==> config.mk <==
export PLATFORM = sky130hd
export DESIGN_NAME = alu_mc
export DESIGN_NICKNAME = d
export VERILOG_FILES = /design/src/rtl/alu_mc.sv
export SDC_FILE = /design/constraint.sdc
export NUM_CORES = 1
export LEC_CHECK = 0
export BUFFER_PORTS_ARGS = -buffer_cell sky130_fd_sc_hd__buf_4
export CAP_MARGIN = 20
export CORE_MARGIN = 3
export CORE_UTILIZATION = 60
export DETAILED_ROUTE_END_ITERATION = 16
export PLACE_DENSITY_LB_ADDON = 0.25
export SYNTH_ARGS = -nofsm -noshare
export SYNTH_HDL_FRONTEND = slang
export SYNTH_SLANG_ARGS = --single-unit
==> constraint.sdc <==
create_clock -name clk -period 3.5 [get_ports clk]
set_clock_uncertainty 0.15 [all_clocks]
set_input_delay 0.35 -clock clk [delete_from_list [all_inputs] [get_ports clk]]
set_output_delay 0.35 -clock clk [all_outputs]
set_load 0.02 [all_outputs]
==> src/rtl/alu_mc.sv <==
// Registered multi-cycle ALU: single-cycle logic/shift/add ops, iterative shift-add MUL,
// persistent Z/V/N flag register and a valid/ready request handshake.
module alu_mc #(
  parameter int unsigned DSIZE = 16,
  parameter int unsigned SHW   = 4
) (
  input  logic             clk,
  input  logic             rst,
  input  logic             in_valid,
  output logic             in_ready,
  input  logic [3:0]       op,
  input  logic [DSIZE-1:0] a,
  input  logic [DSIZE-1:0] b,
  input  logic [SHW-1:0]   imm,
  input  logic             update,
  output logic [DSIZE-1:0] out,
  output logic             out_valid,
  output logic [2:0]       flag
);

  localparam int unsigned HALF = DSIZE / 2;
  localparam int unsigned DW   = 2 * DSIZE;
  localparam int unsigned CW   = $clog2(DSIZE) + 1;

  localparam logic [3:0] OP_ADD = 4'd0;
  localparam logic [3:0] OP_SUB = 4'd1;
  localparam logic [3:0] OP_AND = 4'd2;
  localparam logic [3:0] OP_OR  = 4'd3;
  localparam logic [3:0] OP_SLL = 4'd4;
  localparam logic [3:0] OP_SRL = 4'd5;
  localparam logic [3:0] OP_SRA = 4'd6;
  localparam logic [3:0] OP_RL  = 4'd7;
  localparam logic [3:0] OP_LHB = 4'd8;
  localparam logic [3:0] OP_LLB = 4'd9;
  localparam logic [3:0] OP_MUL = 4'd10;

  typedef enum logic [0:0] {IDLE, BUSY} state_t;

  state_t           state_q;
  logic [DSIZE-1:0] out_q;
  logic [2:0]       flag_q;
  logic             vld_q;
  logic             upd_q;
  logic [DW-1:0]    acc_q, mcand_q;
  logic [DSIZE-1:0] mplier_q;
  logic [CW-1:0]    cnt_q;

  logic [DSIZE-1:0] res_d;
  logic [2:0]       flag_d;
  logic             flag_en_d;
  logic [DSIZE-1:0] sum_d, diff_d;
  logic [DW-1:0]    rot_d;
  logic [DW-1:0]    acc_d;
  logic [2:0]       mul_flag_d;

  // Single-cycle result and flag candidates from the live request inputs
  always_comb begin
    res_d     = '0;
    flag_d    = flag_q;
    flag_en_d = 1'b0;
    sum_d     = a + b;
    diff_d    = a - b;
    rot_d     = {a, a} << imm;
    case (op)
      OP_ADD: begin
        res_d     = sum_d;
        flag_en_d = 1'b1;
        flag_d    = {sum_d == '0, (a[DSIZE-1] == b[DSIZE-1]) && (sum_d[DSIZE-1] != a[DSIZE-1]),
                     sum_d[DSIZE-1]};
      end
      OP_SUB: begin
        res_d     = diff_d;
        flag_en_d = 1'b1;
        flag_d    = {diff_d == '0, (a[DSIZE-1] != b[DSIZE-1]) && (diff_d[DSIZE-1] != a[DSIZE-1]),
                     diff_d[DSIZE-1]};
      end
      OP_AND: begin
        res_d     = a & b;
        flag_en_d = 1'b1;
        flag_d    = {(a & b) == '0, 1'b0, res_d[DSIZE-1]};
      end
      OP_OR: begin
        res_d     = a | b;
        flag_en_d = 1'b1;
        flag_d    = {(a | b) == '0, 1'b0, res_d[DSIZE-1]};
      end
      OP_SLL:  res_d = a << imm;
      OP_SRL:  res_d = a >> imm;
      OP_SRA:  res_d = DSIZE'($signed(a) >>> imm);
      // Upper half of the doubled word is the rotation; imm=0 never shifts by DSIZE
      OP_RL:   res_d = rot_d[DW-1:DSIZE];
      OP_LHB:  res_d = {b[HALF-1:0], a[HALF-1:0]};
      OP_LLB:  res_d = {a[DSIZE-1:HALF], b[HALF-1:0]};
      default: res_d = '0;
    endcase
  end

  // One shift-add multiply step, including the final one that produces the result
  always_comb begin
    acc_d      = mplier_q[0] ? (acc_q + mcand_q) : acc_q;
    mul_flag_d = {acc_d[DSIZE-1:0] == '0, acc_d[DW-1:DSIZE] != '0, acc_d[DSIZE-1]};
  end

  always_ff @(posedge clk) begin
    if (rst) begin
      state_q  <= IDLE;
      out_q    <= '0;
      flag_q   <= '0;
      vld_q    <= 1'b0;
      upd_q    <= 1'b0;
      acc_q    <= '0;
      mcand_q  <= '0;
      mplier_q <= '0;
      cnt_q    <= '0;
    end else begin
      vld_q <= 1'b0;
      case (state_q)
        IDLE: begin
          if (in_valid) begin
            if (op == OP_MUL) begin
              state_q  <= BUSY;
              acc_q    <= '0;
              mcand_q  <= DW'(a);
              mplier_q <= b;
              cnt_q    <= CW'(DSIZE);
              upd_q    <= update;
            end else begin
              out_q <= res_d;
              vld_q <= 1'b1;
              if (update && flag_en_d) flag_q <= flag_d;
            end
          end
        end
        BUSY: begin
          acc_q    <= acc_d;
          mcand_q  <= mcand_q << 1;
          mplier_q <= mplier_q >> 1;
          cnt_q    <= cnt_q - CW'(1);
          if (cnt_q == CW'(1)) begin
            state_q <= IDLE;
            out_q   <= acc_d[DSIZE-1:0];
            vld_q   <= 1'b1;
            if (upd_q) flag_q <= mul_flag_d;
          end
        end
        default: state_q <= IDLE;
      endcase
    end
  end

  assign in_ready  = (state_q == IDLE);
  assign out       = out_q;
  assign out_valid = vld_q;
  assign flag      = flag_q;

endmodule
==> flow_metrics.tcl <==
set metrics [dict create \
    leakage_power_summed_over_all_cells_nw 5.16 \
    post_drt_wl_per_cell_um 22.1 \
    netlist_top_cells_area "sky130_fd_sc_hd__dfxtp_1 (20%), sky130_fd_sc_hd__ha_1 (9.3%), sky130_fd_sc_hd__a21oi_1 (8.9%)" \
    synth_seq_area_share_pct 19.5 \
    gp_congestion 1.11 \
    worst-r2r-cell-count 14 \
    fp.dieArea_um2 20000 \
    sum_of_overflow_across_all_layers_after_global_routing 0 \
    grt_pass1_wl_um 62100 \
    post_cts_hold_buffer_count 0 \
    ir_worst_vdd_mv 0.248 \
    routed_via_density 6.88 \
    numPlacedInstances 1802 \
    start_kind "flop" \
    ys_async_sr_fraction_pct 0 \
    io_pins 65 \
    report.final.slew_viol_count 0 \
    cts_sinks 107 \
    cp.arrival_ns 3.55 \
    critPathRequiredTime_ns 3.60 \
    post_layout_minimum_cycle_time_ns 3.45 \
    maxClockFrequency_mhz 290 \
    worstSetupEndpointType "flop" \
    worstMarginPinSlew_ns 0.766 \
    cts_tree "done" \
    hold_violations 0 \
    pd_cells_nw_per_um2 270 \
    place_ws_ns -0.0901 \
    timing.hold.worst.class "in -> reg" \
    setup_viol 0 \
    synth_top_cell_by_area "sky130_fd_sc_hd__dfxtp_1" \
    cts_inserted_buffers 9 \
    grt_antenna_before_repair 1 \
    mostFrequentLayoutCells "sky130_fd_sc_hd__a21oi_1 (195), sky130_fd_sc_hd__nor2_1 (187), sky130_fd_sc_hd__buf_4 (146), sky130_fd_sc_hd__nand2_1 (144), sky130_fd_sc_hd__dfxtp_1 (105)" \
    die_w_um 141 \
    detailedRoute.firstIterationViolations 1934 \
    post_route_antenna_net_violation_count 0 \
    design_power_mw 3.34 \
    drc 0 \
    synth-seq-cells 107 \
    mostFrequentLayoutCell "sky130_fd_sc_hd__a21oi_1" \
    yosys.cell_types.count 82 \
    setup.worst_path.class "reg -> reg" \
    finish.cell_count_without_fillers 1822 \
    clockBufferDepth 2 \
    placement.cell_area_um2 11900 \
    starting_density_of_the_core_pct 62.4 \
    synth_edf_count 0 \
    placement_rows 48 \
    synth_fp_nets 1677 \
    synth.top_cell.area_share_pct 19.5 \
    via_count 12533 \
    critPathCapture "flag[1]" \
    core_region_area_um2 17600 \
    crit-reg2reg-launch "acc_q[0]" \
    setup.worst_path.start "acc_q[0]" \
    finalWorstSetupSlack_ns 0.0486 \
    status "completed" \
    grt_max_degree 72 \
    grt.total_usage_pct 38.7 \
    mappedNetlistArea_um2 11000 \
    cp_max_fo 3 \
    cts.root.buffer_cell "sky130_fd_sc_hd__clkbuf_16" \
    r2r_slack_ns 0.05 \
    postSynth.topFlopCell "sky130_fd_sc_hd__dfxtp_1" \
    io_buffer_count 64 \
    post-dp-hpwl_um 30500 \
    final_util_pct 70.2 \
    layout_worst_path_cycle_share_pct 98.6 \
    average_cell_area_after_synthesis_um2 7.09 \
    share_of_final_layout_standard_cells_stronger_than_drive_strength_1_pct 14.4 \
    rr_endpoint "flag[1]" \
    clkSlewWorstSetupHoldPaths_ns 0.08 \
    clk_lat_worst_skew_ns 0.36 \
    cts_max_level 3 \
    synthesis.instances 1548 \
    ant_diodes 0 \
    nNetsFinal 1721 \
    slew-limit-headroom_pct 47.6 \
    routed_wl_um 40200 \
    fp.dieH_um 141 \
    finished_cell_area_um2 12400 \
    drv_cap 0 \
    first_global_vias 11401 \
    area_growth_pct 12.6 \
    yosys_warnings 0 \
    first_pass_iters 9 \
]
-- worst max-delay path: stages (launching register included) --
cell and delay [ns]:
sky130_fd_sc_hd__dfxtp_1 0.32, sky130_fd_sc_hd__ha_2 0.20, sky130_fd_sc_hd__fa_2 0.39, sky130_fd_sc_hd__a21oi_4 0.18
sky130_fd_sc_hd__buf_4 0.14, sky130_fd_sc_hd__o221a_4 0.22, sky130_fd_sc_hd__o21bai_2 0.09, sky130_fd_sc_hd__a211o_1 0.38
sky130_fd_sc_hd__buf_4 0.18, sky130_fd_sc_hd__a31oi_4 0.17, sky130_fd_sc_hd__xnor2_2 0.10, sky130_fd_sc_hd__a211oi_2 0.28
sky130_fd_sc_hd__nand4_1 0.16, sky130_fd_sc_hd__nor4_2 0.27, sky130_fd_sc_hd__a31oi_1 0.11
-- per-layer routing --
metal | part of all wire [%] | GRT usage, % | routed length (um) | vias to the layer above
met5 | 0.030 | 0 | 12 | -
met2 | 42 | 57.8 | 16900 | 885
met3 | 13 | 7.79 | 5230 | 149
met1 | 40 | 54.9 | 16300 | 5775
met4 | 4.5 | 14.9 | 1800 | 2
li1 | - | - | - | 5722
-- per-stage QoR --
step | hold WS [ns] | setup TNS (ns)
floorplan | 0.282 | 0
global placement | 0.280 | -0.0967
detailed placement | 0.303 | -0.199
CTS | 0.133 | 0
global route | 0.155 | -0.171
finish | 0.137 | 0
-- power breakdown --
group	internal [mW]	switching, mW	total (mW)
clock	0.496	0.507	1.00
combinational	0.402	0.668	1.07
sequential	1.24	0.0248	1.27
-- cell type report --
type / count / area (um^2)
Inverter: 64 / 240
Clock buffer: 9 / 225
Fill cell: 1538 / 5240
Sequential cell: 107 / 2150
Timing Repair Buffer: 146 / 1100
Clock inverter: 7 / 60.1
Tap cell: 225 / 282
Multi-Input combinational cell: 1264 / 8310
-- worst min path at each step --
stage | endpoint | start | depth (start not counted)
final | upd_q | update | 3
after global routing | upd_q | update | 3
after CTS | upd_q | update | 3
after detailed placement | mplier_q[0] | mplier_q[1] | 2
after global placement | mplier_q[0] | mplier_q[1] | 2
after floorplan | mplier_q[0] | mplier_q[1] | 2
-- registers in the layout, indices dropped and copies added, names as in the netlist --
signal	flops
acc_q	32
out_valid	1
upd_q	1
flag	3
out	16
mplier_q	16
state_q	1
cnt_q	5
mcand_q	32
-- kinds of logic after synthesis --
family                   count (synthesis)  synth area share, %
multiplexers                            65                 7.33
adder cells (fa/ha/maj)                 85                 9.89
AO/OA/AOI/OAI                          501                 29.5
XOR/XNOR                                47                 3.75
flip-flops                             107                 19.5
AND/OR/NAND/NOR                        566                 23.9
buffers and inverters                  177                 6.15
-- what timing repair did --
action	in CTS	in global routing
setup buffers	0	4
cloned	0	0
setup endpoints to repair	1	5
pin swaps	0	16
resized for setup	1	22
-- synth_stat cells (15+ instances only) --
library cell,instances
sky130_fd_sc_hd__mux2i_1,41
sky130_fd_sc_hd__a21oi_1,196
sky130_fd_sc_hd__o21ai_0,77
sky130_fd_sc_hd__nand2_1,145
sky130_fd_sc_hd__a211o_1,16
sky130_fd_sc_hd__inv_1,61
sky130_fd_sc_hd__and3_1,34
sky130_fd_sc_hd__dfxtp_1,107
sky130_fd_sc_hd__ha_1,82
sky130_fd_sc_hd__nor2_1,188
sky130_fd_sc_hd__a21o_1,20
sky130_fd_sc_hd__nand2b_1,19
sky130_fd_sc_hd__xnor2_1,33
sky130_fd_sc_hd__a31oi_1,18
sky130_fd_sc_hd__nand4_1,15
sky130_fd_sc_hd__nor3_1,40
sky130_fd_sc_hd__clkbuf_1,93
sky130_fd_sc_hd__nand3_1,61
(Power assumes the default switching activity.)
